### src/rtl/bus_arbiter.sv
// Two-requester round-robin arbiter in front of the register-bus chain head; one transaction in flight.
// Optional response timeout (err_o abort) is compiled in when BUS_ARBITER_TIMEOUT_EN is defined.
module bus_arbiter #(
    parameter int ADDR_WIDTH     = 16,
    parameter int DATA_WIDTH     = 16,
    parameter int TIMEOUT_CYCLES = 255
) (
    input  logic                  clk,
    input  logic                  rst_n,
    input  logic [ADDR_WIDTH-1:0] r0_addr_i,
    input  logic [DATA_WIDTH-1:0] r0_wdata_i,
    input  logic                  r0_rw_i,
    input  logic                  r0_valid_i,
    output logic                  r0_busy_o,
    output logic [DATA_WIDTH-1:0] r0_rdata_o,
    output logic                  r0_rw_o,
    output logic                  r0_valid_o,
    output logic                  r0_err_o,
    input  logic [ADDR_WIDTH-1:0] r1_addr_i,
    input  logic [DATA_WIDTH-1:0] r1_wdata_i,
    input  logic                  r1_rw_i,
    input  logic                  r1_valid_i,
    output logic                  r1_busy_o,
    output logic [DATA_WIDTH-1:0] r1_rdata_o,
    output logic                  r1_rw_o,
    output logic                  r1_valid_o,
    output logic                  r1_err_o,
    output logic [ADDR_WIDTH-1:0] addr_o,
    output logic [DATA_WIDTH-1:0] wdata_o,
    output logic                  rw_o,
    output logic                  valid_o,
    input  logic [DATA_WIDTH-1:0] ret_rdata_i,
    input  logic                  ret_rw_i,
    input  logic                  ret_valid_i
);

    typedef enum logic {
        ST_IDLE = 1'b0,
        ST_WAIT = 1'b1
    } state_t;

    state_t state, state_next;

    logic pend0, pend1;
    logic owner, last;
    logic grant, issue, finish, expire, timeout_hit;
    logic take0, take1;

    logic [ADDR_WIDTH-1:0] hold0_addr, hold1_addr;
    logic [DATA_WIDTH-1:0] hold0_wdata, hold1_wdata;
    logic                  hold0_rw, hold1_rw;

    assign r0_busy_o = pend0 | ((state == ST_WAIT) && !owner);
    assign r1_busy_o = pend1 | ((state == ST_WAIT) && owner);

    assign take0 = r0_valid_i && !r0_busy_o;
    assign take1 = r1_valid_i && !r1_busy_o;

    // NOTE: holding registers have no reset; they are only read while their pend bit is set.
    always_ff @(posedge clk) begin
        if (take0) begin
            hold0_addr  <= r0_addr_i;
            hold0_wdata <= r0_wdata_i;
            hold0_rw    <= r0_rw_i;
        end
        if (take1) begin
            hold1_addr  <= r1_addr_i;
            hold1_wdata <= r1_wdata_i;
            hold1_rw    <= r1_rw_i;
        end
    end

    // A capture and the owner's completion never coincide: busy blocks the capture.
    always_ff @(posedge clk or negedge rst_n) begin
        if (!rst_n) begin
            pend0 <= 1'b0;
            pend1 <= 1'b0;
        end else begin
            if (take0)
                pend0 <= 1'b1;
            else if (finish && !owner)
                pend0 <= 1'b0;
            if (take1)
                pend1 <= 1'b1;
            else if (finish && owner)
                pend1 <= 1'b0;
        end
    end

    // NOTE: every always_comb output gets a default first so no latch is inferred.
    always_comb begin
        state_next = state;
        issue      = 1'b0;
        finish     = 1'b0;
        expire     = 1'b0;
        // On a tie the requester that did not complete last wins.
        grant      = pend1 & (~pend0 | ~last);
        case (state)
            ST_IDLE: begin
                if (pend0 || pend1) begin
                    issue      = 1'b1;
                    state_next = ST_WAIT;
                end
            end
            ST_WAIT: begin
                if (ret_valid_i) begin
                    finish     = 1'b1;
                    state_next = ST_IDLE;
                end else if (timeout_hit) begin
                    finish     = 1'b1;
                    expire     = 1'b1;
                    state_next = ST_IDLE;
                end
            end
            default: state_next = ST_IDLE;
        endcase
    end

    always_ff @(posedge clk or negedge rst_n) begin
        if (!rst_n)
            state <= ST_IDLE;
        else
            state <= state_next;
    end

    always_ff @(posedge clk or negedge rst_n) begin
        if (!rst_n) begin
            owner      <= 1'b0;
            last       <= 1'b1;
            addr_o     <= '0;
            wdata_o    <= '0;
            rw_o       <= 1'b0;
            valid_o    <= 1'b0;
            r0_rdata_o <= '0;
            r0_rw_o    <= 1'b0;
            r0_valid_o <= 1'b0;
            r1_rdata_o <= '0;
            r1_rw_o    <= 1'b0;
            r1_valid_o <= 1'b0;
        end else begin
            valid_o    <= 1'b0;
            r0_valid_o <= 1'b0;
            r1_valid_o <= 1'b0;
            if (issue) begin
                owner   <= grant;
                valid_o <= 1'b1;
                addr_o  <= grant ? hold1_addr  : hold0_addr;
                wdata_o <= grant ? hold1_wdata : hold0_wdata;
                rw_o    <= grant ? hold1_rw    : hold0_rw;
            end
            if (finish) begin
                last <= owner;
                // An aborted transaction returns zero data and the direction that was issued.
                if (owner) begin
                    r1_valid_o <= 1'b1;
                    r1_rdata_o <= expire ? '0 : ret_rdata_i;
                    r1_rw_o    <= expire ? rw_o : ret_rw_i;
                end else begin
                    r0_valid_o <= 1'b1;
                    r0_rdata_o <= expire ? '0 : ret_rdata_i;
                    r0_rw_o    <= expire ? rw_o : ret_rw_i;
                end
            end
        end
    end

`ifdef BUS_ARBITER_TIMEOUT_EN
    localparam logic [15:0] TIMEOUT_LAST = 16'(TIMEOUT_CYCLES - 1);

    logic [15:0] wait_cnt;

    // Expiry fires on the TIMEOUT_CYCLES-th WAIT cycle without a response.
    assign timeout_hit = (state == ST_WAIT) && (wait_cnt == TIMEOUT_LAST);

    always_ff @(posedge clk or negedge rst_n) begin
        if (!rst_n)
            wait_cnt <= '0;
        else if (issue)
            wait_cnt <= '0;
        else if (state == ST_WAIT)
            wait_cnt <= wait_cnt + 16'd1;
    end

    always_ff @(posedge clk or negedge rst_n) begin
        if (!rst_n) begin
            r0_err_o <= 1'b0;
            r1_err_o <= 1'b0;
        end else if (finish) begin
            if (owner)
                r1_err_o <= expire;
            else
                r0_err_o <= expire;
        end
    end
`else
    logic unused_timeout;

    assign timeout_hit    = 1'b0;
    assign r0_err_o       = 1'b0;
    assign r1_err_o       = 1'b0;
    assign unused_timeout = (TIMEOUT_CYCLES == 0);
`endif

endmodule

### config.mk
export PLATFORM = sky130hd
export DESIGN_NAME = bus_arbiter
export DESIGN_NICKNAME = d
export VERILOG_FILES = /design/src/rtl/bus_arbiter.sv
export SDC_FILE = /design/constraint.sdc
export NUM_CORES = 1
export LEC_CHECK = 0
export ABC_AREA = 1
export BUFFER_PORTS_ARGS = -buffer_cell sky130_fd_sc_hd__buf_2
export CORE_MARGIN = 2
export CORE_UTILIZATION = 47
export DETAILED_ROUTE_END_ITERATION = 6
export HOLD_SLACK_MARGIN = 0.03
export PLACE_DENSITY_LB_ADDON = 0.12
export SYNTH_ARGS = -nofsm -noshare
export SYNTH_HDL_FRONTEND = slang
export SYNTH_SLANG_ARGS = --single-unit
### constraint.sdc
create_clock -name clk -period 2.45 [get_ports clk]
set_input_delay 0.3675 -clock clk [delete_from_list [all_inputs] [get_ports clk]]
set_output_delay 0.3675 -clock clk [all_outputs]
set_load 0.03 [all_outputs]
==> run summary <==
outcome: finished clean
mean cell area of the mapped netlist: 11.05 um^2
endpoints failing hold: 0
Setup crit end kind: primary output
crit path launch type: flip-flop
setup bufs post-CTS: 0
CTS sink count: 141
# rows: 40
part of the power in registers: 0.381
Synth cell types: 21
Required @ worst endpoint: 2.08 ns
highest clock rate: 0.4754 GHz
buffer levels on the longest clock path: 2
top-area cell type share of the netlist area: 0.3511
largest net degree at the start of global routing: 45
synth warn: 0
number of port buffers: 159
DR pass1 iterations: 4
clock group share of total power: 0.228
Crit. Startpoint: state
# nets final: 764
clock-pin slew on the worst setup and hold paths: 0.06 ns
Fin Setup TNS: 0 ns
cell chosen for the clock root: clkbuf_16
met2 wire len: 5513 um
Register-to-Register Path Depth: 4
Final Skew: 0.006437 ns
RSZ-0062 raised after global routing: no
worst endpoint data arrival time: 1.74 ns
largest cells by area after synthesis: edfxtp_1, dfrtp_1, nand2_1
VDD IR-drop max: 0.5288 mV
layout cells sized above 1: 0.3498
initial antenna violation count: 0
core footprint: 0.01186 mm^2
H-tree levels: 4
met3 wire length: 637 um
CTS buffer count: 17
Overflow after GRT: 0
Tightest Pin Transition: 0.8328 ns
I/O pin cnt: 162
Non-Filler Instances: 836
Worst slew margin: 0.4435
# placed instances: 803
initial core utilization: 0.4759
DP Wirelength: 7790 um
routed length per instance: 13.51 um
final period utilization: 0.8585
cts hold-fix bufs: 1
final slew viol count: 0
DRT met1 WL: 4930 um
Synth area leader: edfxtp_1
gpl congestion: 0.7773
# setup viols final: 0
die width: 113.6 um
CTS tree: built
via count: 3892
Net Sw Frac: 0.4053
HP Class: in -> reg
DRT iter0 DRCs: 236
clk_lat worst skew: 0.41 ns
hold path depth: 1
# resized after CTS: 0
CP max FO: 5
Internal: 5890 uW
final wirelength: 11300 um
max-cap violations: 0
Mapped Cells: 511
ant diodes: 0
critical path class: reg -> out
first-pass GRT wire length: 18290 um
critical path endpoint: r0_busy_o
chip height: 113.6 um
Remaining DRCs: 0
reg-to-reg critical path startpoint: state
Leak: 0.003645 uW
Detail Route Antenna Nets: 0
post-layout util: 0.5987
WHS: 0.1271 ns
NetSw: 4014 uW
area delta synth->final: 25.80%
DR vias/cell: 4.656
GRT Overall Usage: 0.1866
worst reg-to-reg setup slack: 0.69 ns
vias in the first global route: 3734
Reg-to-Reg End: hold0_wdata[7]
crit path time final: 2.103 ns
P per Cell Area: 1395 mW/mm^2
flops & latches, synth: 141
uppermost layer routed: met4
total die area: 0.01290 mm^2
register area share after synthesis: 0.6837
Cell Area, Synth: 0.005645 mm^2
Pwr Total: 9905 uW
Logic pwr share: 0.391
-- state kept, by name (all words and copies together), names as in the netlist, 16 cells and up --
register	count
addr_o	16
hold0_addr	16
hold0_wdata	16
hold1_addr	16
hold1_wdata	16
r0_rdata_o	16
r1_rdata_o	16
wdata_o	16
-- cell type report --
class / count / area (um^2)
repair buffers: 169 / 913.4
multi-input cells: 256 / 1284
inverters: 91 / 341.6
well taps: 147 / 183.9
clock inverters: 6 / 50.05
fillers: 1019 / 4760
clock buffers: 26 / 469.2
flip-flops and latches: 141 / 3860
-- cells in the final DEF, fill, tap and decap left out, types with 8 or more instances in the layout --
cell type    n
clkbuf_16   17
o21ai_2     28
nand3_1     67
nand2_2     16
edfxtp_1    66
dfrtp_1     74
inv_1       89
buf_2      158
nand2_1    126
clkbuf_1     8
-- through the flow --
stage / setup slack (ns) / area [um^2]
2_1_floorplan: 0.1186 / 5652
3_3_place_gp: 0.7604 / 6573
3_5_place_dp: 0.6901 / 6573
4_1_cts: 0.3142 / 7102
5_1_grt: 0.2254 / 7102
6_report: 0.3467 / 7102
-- Yosys cell counts, drive strengths merged --
| cell | count |
|---|---|
| nand2 | 143 |
| inv | 91 |
| dfrtp | 74 |
| nand3 | 67 |
| edfxtp | 66 |
| o21ai | 39 |
| buf | 21 |
| nor2 | 4 |
| clkbuf | 3 |
| a21oi | 1 |
| conb | 1 |
| dfstp | 1 |
-- worst max-delay path, stage by stage (launching register included) --
cell and delay, ns:
dfrtp_1 0.46, inv_1 0.13, o21ai_0 0.42, buf_2 0.30
-- routing by layer --
layer / track usage / vias up
li1: - / 1946
met1: 0.2358 / 1810
met2: 0.3058 / 120
met3: 0.05048 / 16
met4: 0.07886 / 0
met5: 0 / -
-- power groups by stage --
stage | Combinational [uW] | Clock (uW) | Sequential (uW)
after floorplan | 1770 | 0 | 4860
after global placement | 3860 | 0 | 3790
after detailed placement | 3930 | 0 | 3810
after CTS | 3930 | 2320 | 3780
after global routing | 4260 | 2420 | 3860
final | 3880 | 2260 | 3770
-- worst min-delay path by stage --
stage / startpoint / endpoint / slack (ns)
floorplan: rst_n / addr_o[0] / 0.07
global placement: rst_n / r1_rdata_o[2] / 0.34
detailed placement: rst_n / r1_rdata_o[2] / 0.34
CTS: r1_addr_i[4] / hold1_addr[4] / 0.10
global route: r1_wdata_i[4] / hold1_wdata[4] / 0.11
finish: r1_addr_i[4] / hold1_addr[4] / 0.13
-- cell families after synthesis --
logic type             count (synthesis)  synth area share
buffers and inverters                115           0.09220
DFF                                  141            0.6837
other                                  1         0.0006643
and+or+nand+nor                      214            0.1687
AOI/OAI and AO/OA                     40           0.05474
(Power assumes the default switching activity.)
